### config.mk
export PLATFORM = sky130hd
export DESIGN_NAME = thunderbird_seq
export DESIGN_NICKNAME = d
export VERILOG_FILES = /design/src/rtl/thunderbird_seq.sv
export SDC_FILE = /design/constraint.sdc
export NUM_CORES = 1
export LEC_CHECK = 0
export CORE_MARGIN = 5
export CORE_UTILIZATION = 42
export CTS_CLUSTER_SIZE = 16
export DETAILED_ROUTE_END_ITERATION = 8
export MAX_ROUTING_LAYER = met4
export PLACE_DENSITY = 0.71
export SLEW_MARGIN = 20
export SYNTH_ARGS = -nofsm -noshare
export SYNTH_HDL_FRONTEND = slang
export SYNTH_SLANG_ARGS = --single-unit
export TNS_END_PERCENT = 1
### constraint.sdc
create_clock -name clk -period 1.3 [get_ports clk]
set_clock_uncertainty 0.1 [all_clocks]
set_input_delay 0.39 -clock clk [delete_from_list [all_inputs] [get_ports clk]]
set_output_delay 0.39 -clock clk [all_outputs]
set_load 0.01 [all_outputs]
### src/rtl/thunderbird_seq.sv
// Parametrised tail-light sequencer: thermometer turn sequences per side,
// hazard mode, a tick prescaler so each step lasts TICK_DIV clocks, a
// trailing dark gap, and a combinational brake overlay.
module thunderbird_seq #(
    parameter int unsigned LAMPS    = 3,
    parameter int unsigned TICK_DIV = 4
) (
    input  logic             clk,
    input  logic             reset,
    input  logic             left,
    input  logic             right,
    input  logic             hazard,
    input  logic             brake,
    output logic [LAMPS-1:0] L,
    output logic [LAMPS-1:0] R,
    output logic             busy
);

    localparam int unsigned KW = $clog2(LAMPS + 1);
    localparam int unsigned PW = (TICK_DIV > 1) ? $clog2(TICK_DIV) : 1;
    localparam logic [PW-1:0] PreMax = PW'(TICK_DIV - 1);
    localparam logic [KW-1:0] KMax   = KW'(LAMPS);

    typedef enum logic [2:0] {
        StIdle  = 3'd0,
        StLeft  = 3'd1,
        StRight = 3'd2,
        StHaz   = 3'd3,
        StGap   = 3'd4
    } state_e;

    state_e           state_q, state_d;
    logic [KW-1:0]    k_q, k_d;
    logic [PW-1:0]    pre_q, pre_d;
    logic [LAMPS-1:0] l_pat_q, l_pat_d;
    logic [LAMPS-1:0] r_pat_q, r_pat_d;
    // Sides that brake may force on: everything not currently sequenced.
    logic             force_l_q, force_l_d;
    logic             force_r_q, force_r_d;
    logic             busy_q, busy_d;
    logic             tick;

    // Thermometer pattern with the lowest k lamps lit.
    function automatic logic [LAMPS-1:0] therm(input logic [KW-1:0] k);
        logic [LAMPS-1:0] t;
        for (int i = 0; i < LAMPS; i++) begin
            t[i] = (KW'(i) < k);
        end
        return t;
    endfunction

    assign tick = (pre_q == PreMax);

    // Next state, step counter and prescaler, plus next registered lamp decode.
    always_comb begin
        state_d = state_q;
        k_d     = k_q;
        pre_d   = '0;
        unique case (state_q)
            StIdle: begin
                k_d = '0;
                if (hazard || (left && right)) begin
                    state_d = StHaz;
                    k_d     = KW'(1);
                end else if (left) begin
                    state_d = StLeft;
                    k_d     = KW'(1);
                end else if (right) begin
                    state_d = StRight;
                    k_d     = KW'(1);
                end
            end
            StLeft, StRight, StHaz: begin
                pre_d = tick ? '0 : pre_q + 1'b1;
                if (tick) begin
                    if (k_q == KMax) begin
                        state_d = StGap;
                        k_d     = '0;
                    end else begin
                        k_d = k_q + 1'b1;
                    end
                end
            end
            StGap: begin
                pre_d = tick ? '0 : pre_q + 1'b1;
                k_d   = '0;
                if (tick) begin
                    state_d = StIdle;
                end
            end
            default: begin
                state_d = StIdle;
                k_d     = '0;
            end
        endcase

        l_pat_d   = ((state_d == StLeft) || (state_d == StHaz)) ? therm(k_d) : '0;
        r_pat_d   = ((state_d == StRight) || (state_d == StHaz)) ? therm(k_d) : '0;
        force_l_d = (state_d == StIdle) || (state_d == StGap) || (state_d == StRight);
        force_r_d = (state_d == StIdle) || (state_d == StGap) || (state_d == StLeft);
        busy_d    = (state_d != StIdle);
    end

    // Sequencer state and registered Moore outputs; synchronous reset.
    always_ff @(posedge clk) begin
        if (reset) begin
            state_q   <= StIdle;
            k_q       <= '0;
            pre_q     <= '0;
            l_pat_q   <= '0;
            r_pat_q   <= '0;
            force_l_q <= 1'b1;
            force_r_q <= 1'b1;
            busy_q    <= 1'b0;
        end else begin
            state_q   <= state_d;
            k_q       <= k_d;
            pre_q     <= pre_d;
            l_pat_q   <= l_pat_d;
            r_pat_q   <= r_pat_d;
            force_l_q <= force_l_d;
            force_r_q <= force_r_d;
            busy_q    <= busy_d;
        end
    end

    assign L    = l_pat_q | {LAMPS{brake & force_l_q}};
    assign R    = r_pat_q | {LAMPS{brake & force_r_q}};
    assign busy = busy_q;

endmodule

==> results summary <==
The run finished, with violations left. The final reports fail on negative setup slack. The worst setup path is of the flip-flop to flip-flop kind.

The critical-path maximum fanout is 7. The number of placement rows came out at 13. The arrival time of the worst setup path is about 1500 ps. Dividing the synthesized area by the synthesized cell count gives 9.64 um^2. After synthesis, the share of flip-flops with an asynchronous set or reset is 0%. The clock reaches the later pin of the worst-skew pair after 280 ps. The DRC violation count after routing is 0. The maximum ir drop on the vdd rail is 0.615 mV. The capture instance of the worst register-to-register path is force_r_q.

The synthesis warning total is 0. The final worst-path setup slack is -95.2 ps. The number of CTS-inserted buffers came out at 3. The count of TritonRoute iterations in the first routing pass is 6. The largest single stage delay on the critical path is 340 ps. The number of antenna violations at the first check in global routing came out at 0. The category of the worst setup path launch point is a flip-flop.

The actual slew at the worst max-slew pin is around 380 ps. The number of different library cells in the post-synthesis netlist came out at 25. The ratio of final minimum period to clock period is 107%. The maximum number of pins on one net before global-route repair is 10. The combinational share of power is between 20% and 30%.

Among cell families on the critical path, the largest total delay comes from flip-flops. The root buffer cell chosen for the clock tree is clkbuf_4. The number of vias after detailed routing is between 500 and 600.

The net switching power is around 0.3 mW. The switching share of total power is between 20% and 30%. The final count of hold timing violations is 0. The final routed wirelength across all metal layers came out at between 1000 and 1500 um. The critical path's slowest cell is dfxtp_2.

The maximum buffer depth of the clock tree came out at 2. Traced cell by cell, the critical path runs through ha_4 -> a21oi_2 -> a22oi_2 -> buf_4 -> or2_1. Using the TritonRoute via totals, the vias-per-cell ratio works out to between 5 and 6. The combined buffer and inverter count along the critical path is 1.

For the finished layout, the period the worst path requires is 1400 ps. Measured against its own limit, the worst slew margin works out to roughly three quarters. The count of cells in the finished layout, fillers not included, comes to roughly 100. The placed instance area came out at between 800 and 900 um^2.

The logic depth of the worst register-to-register path came out at 5. The critical path starts at pre_q[0]. The number of hold buffers added after cts is 0. The wire length of the first global-routing pass is about 2200 um. The launch instance of the worst register-to-register path is pre_q[0]. The count of buffers added by post-CTS timing repair for setup came out at 0. The clock network fraction of total power is approximately 28%. The primary flip-flop cell chosen by synthesis mapping is dfxtp_1.

The number of inserted filler cells in the final layout is ~120. Sequential cells burn 48.8% of the power. The count of endpoints failing setup in the final report came out at 18. The overall power of the completed layout came out at 1.15 mW.

The die is a little under 50 um wide. The sequential fraction of the synthesis area came out at roughly half. The die covers 2340 um^2. The register-to-register path setup slack is -100 ps. TritonCTS built the clock tree. The worst endpoint required time is around 1400 ps. The layout cell share with drive strength beyond 1 is 51.7%. The area of combinational cells with multiple inputs is ~370 um^2. The synthesized net count came out at just over 70. The critical path runs through a total of 5 cells. The total grt overflow came out at 0. The area growth from synthesis to layout is 46.5%. Before CTS, the worst setup slack after placement is -789 ps. The worst min-delay path class is flip-flop to flip-flop. The count of routing violations after the opening detailed-route iteration is 9. The area of the mapped netlist is a little over 600 um^2. The effective utilization at floorplan came out at 45.7%.

The final estimated routing congestion in global placement came out at around 0.77. The worst setup path endpoint is force_r_q. The total leakage power is around 0.39 nW.

The HPWL after detailed placement is 890 um. The number of sinks handled by clock tree synthesis came out at 16. The peak clock frequency supported by timing is ~700 MHz. The instance count after placement with tap cells included came out at a little under 100. Internal power comes to 0.846 mW. The post-route cell area came out at about 900 um^2. Registers take roughly 330 um^2. The average routed wire per standard cell is about 13 um. After clock tree synthesis, the clock-pin slew on the worst setup and hold paths is approximately 90 ps. The die span in y is roughly 48 um.

The number of max-slew violations in the final report came out at 0. STA classifies the critical path endpoint as a flip-flop. The net count of the finished layout is 96. In this run the standard cell core region covers 1350 um^2. The number of buffers inserted by port buffering came out at 12.

The overall track demand over capacity in global routing came out at roughly an eighth. Synthesis inferred 16 register bits. The post-route antenna net violation count came out at 0. CTS built an H-tree with a depth of 1. The number of global-route vias before repair is 518. The number of antenna diodes in the final layout is 0. Pin placement for this block handled 13 I/O pins. For this design the ratio of total power to cell area is ~1300 nW/um^2. The post-synthesis instance total came out at 64.

The number of maximum-capacitance violations is 0. Setup repair after global routing could not meet its margin everywhere. The number of enable-type register cells in the synthesized netlist is 0.
repair_timing:
| action | 4_1_cts | 5_1_grt |
|---|---|---|
| pin swaps | 4 | 4 |
| endpoints found under the setup margin | 22 | 21 |
| gates resized for setup | 44 | 9 |
sequential cells by signal, indices dropped and copies added (netlist names):
name and flops:
k_q 2, busy 1, pre_q 2, state_q 3, r_pat_q 3, force_l_q 1
force_r_q 1, l_pat_q 3
power groups by stage:
stage               combinational [mW]  clock, mW  sequential, mW
floorplan                        0.124          0           0.562
global placement                 0.259          0           0.561
detailed placement               0.267          0           0.563
CTS                              0.247      0.333           0.556
global route                     0.296      0.353           0.568
finish                           0.266      0.323           0.562
per-stage QoR:
step	utilization, %	TNS [ps]	hold slack [ps]
after floorplan	-	-4.03	306
after global placement	61.8	-9580	311
after detailed placement	61.8	-9690	322
after CTS	64.3	-1030	335
after global routing	66.9	-2340	354
final	66.9	-1160	329
metal layers:
layer,GRT usage [%],routed length [um],vias up
met5,-,0,-
met4,6.91,20,0
met3,4.28,85,2
met2,18.5,616,16
met1,13.6,588,245
li1,-,-,267
layout make-up:
class	count	area share [%]
repair buffers	20	15.5
clock buffers	4	4.02
multi-input cells	45	41.1
well taps	15	2.08
inverters	2	0.831
flip-flops and latches	16	36.4
how the worst min path moves through the flow:
stage / depth (start not counted) / start / end / slack (ps)
final: 1 / pre_q[0] / pre_q[0] / 330
after global routing: 1 / pre_q[0] / pre_q[0] / 350
after CTS: 1 / pre_q[0] / pre_q[0] / 340
after detailed placement: 1 / pre_q[0] / pre_q[0] / 320
after global placement: 1 / pre_q[0] / pre_q[0] / 310
after floorplan: 1 / pre_q[0] / pre_q[0] / 310
cell usage after synthesis (2+ instances only):
library cell	n	area, um^2
a21oi_1	3	15.0
a22oi_1	3	22.5
or2_1	2	12.5
ha_1	2	25.0
dfxtp_1	16	320
nor2_1	8	30.0
nand2_1	3	11.3
nor3_1	2	10.0
nand2b_1	6	37.5
inv_1	2	7.51
a211oi_1	2	15.0
or2_2	2	12.5
cells in the final DEF (no fill, tap or decap), drive strengths merged:
cell type | netlist | final
a211oi | 2 | 2
a21oi | 3 | 3
a22oi | 3 | 3
a31oi | 1 | 1
buf | 0 | 16
clkbuf | 1 | 4
clkdlybuf4s50 | 0 | 4
dfxtp | 16 | 16
ha | 2 | 2
inv | 2 | 2
mux2 | 1 | 1
nand2 | 3 | 3
nand2b | 6 | 6
nand3b | 1 | 1
nor2 | 8 | 8
nor2b | 1 | 1
nor3 | 3 | 3
nor3b | 1 | 1
nor4b | 1 | 1
o21ai | 2 | 2
o21ba | 1 | 1
or2 | 4 | 4
or3 | 1 | 1
or4b | 1 | 1
logic make-up after synthesis:
group                    after synthesis  synth area share [%]
AO/OA/AOI/OAI                         12                  12.8
multiplexers                           1                  1.83
buffers and inverters                  3                  1.83
AND/OR/NAND/NOR                       30                  27.6
flip-flops                            16                  51.9
adder cells (fa/ha/maj)                2                  4.06
Power figures use the tool's default switching activity.
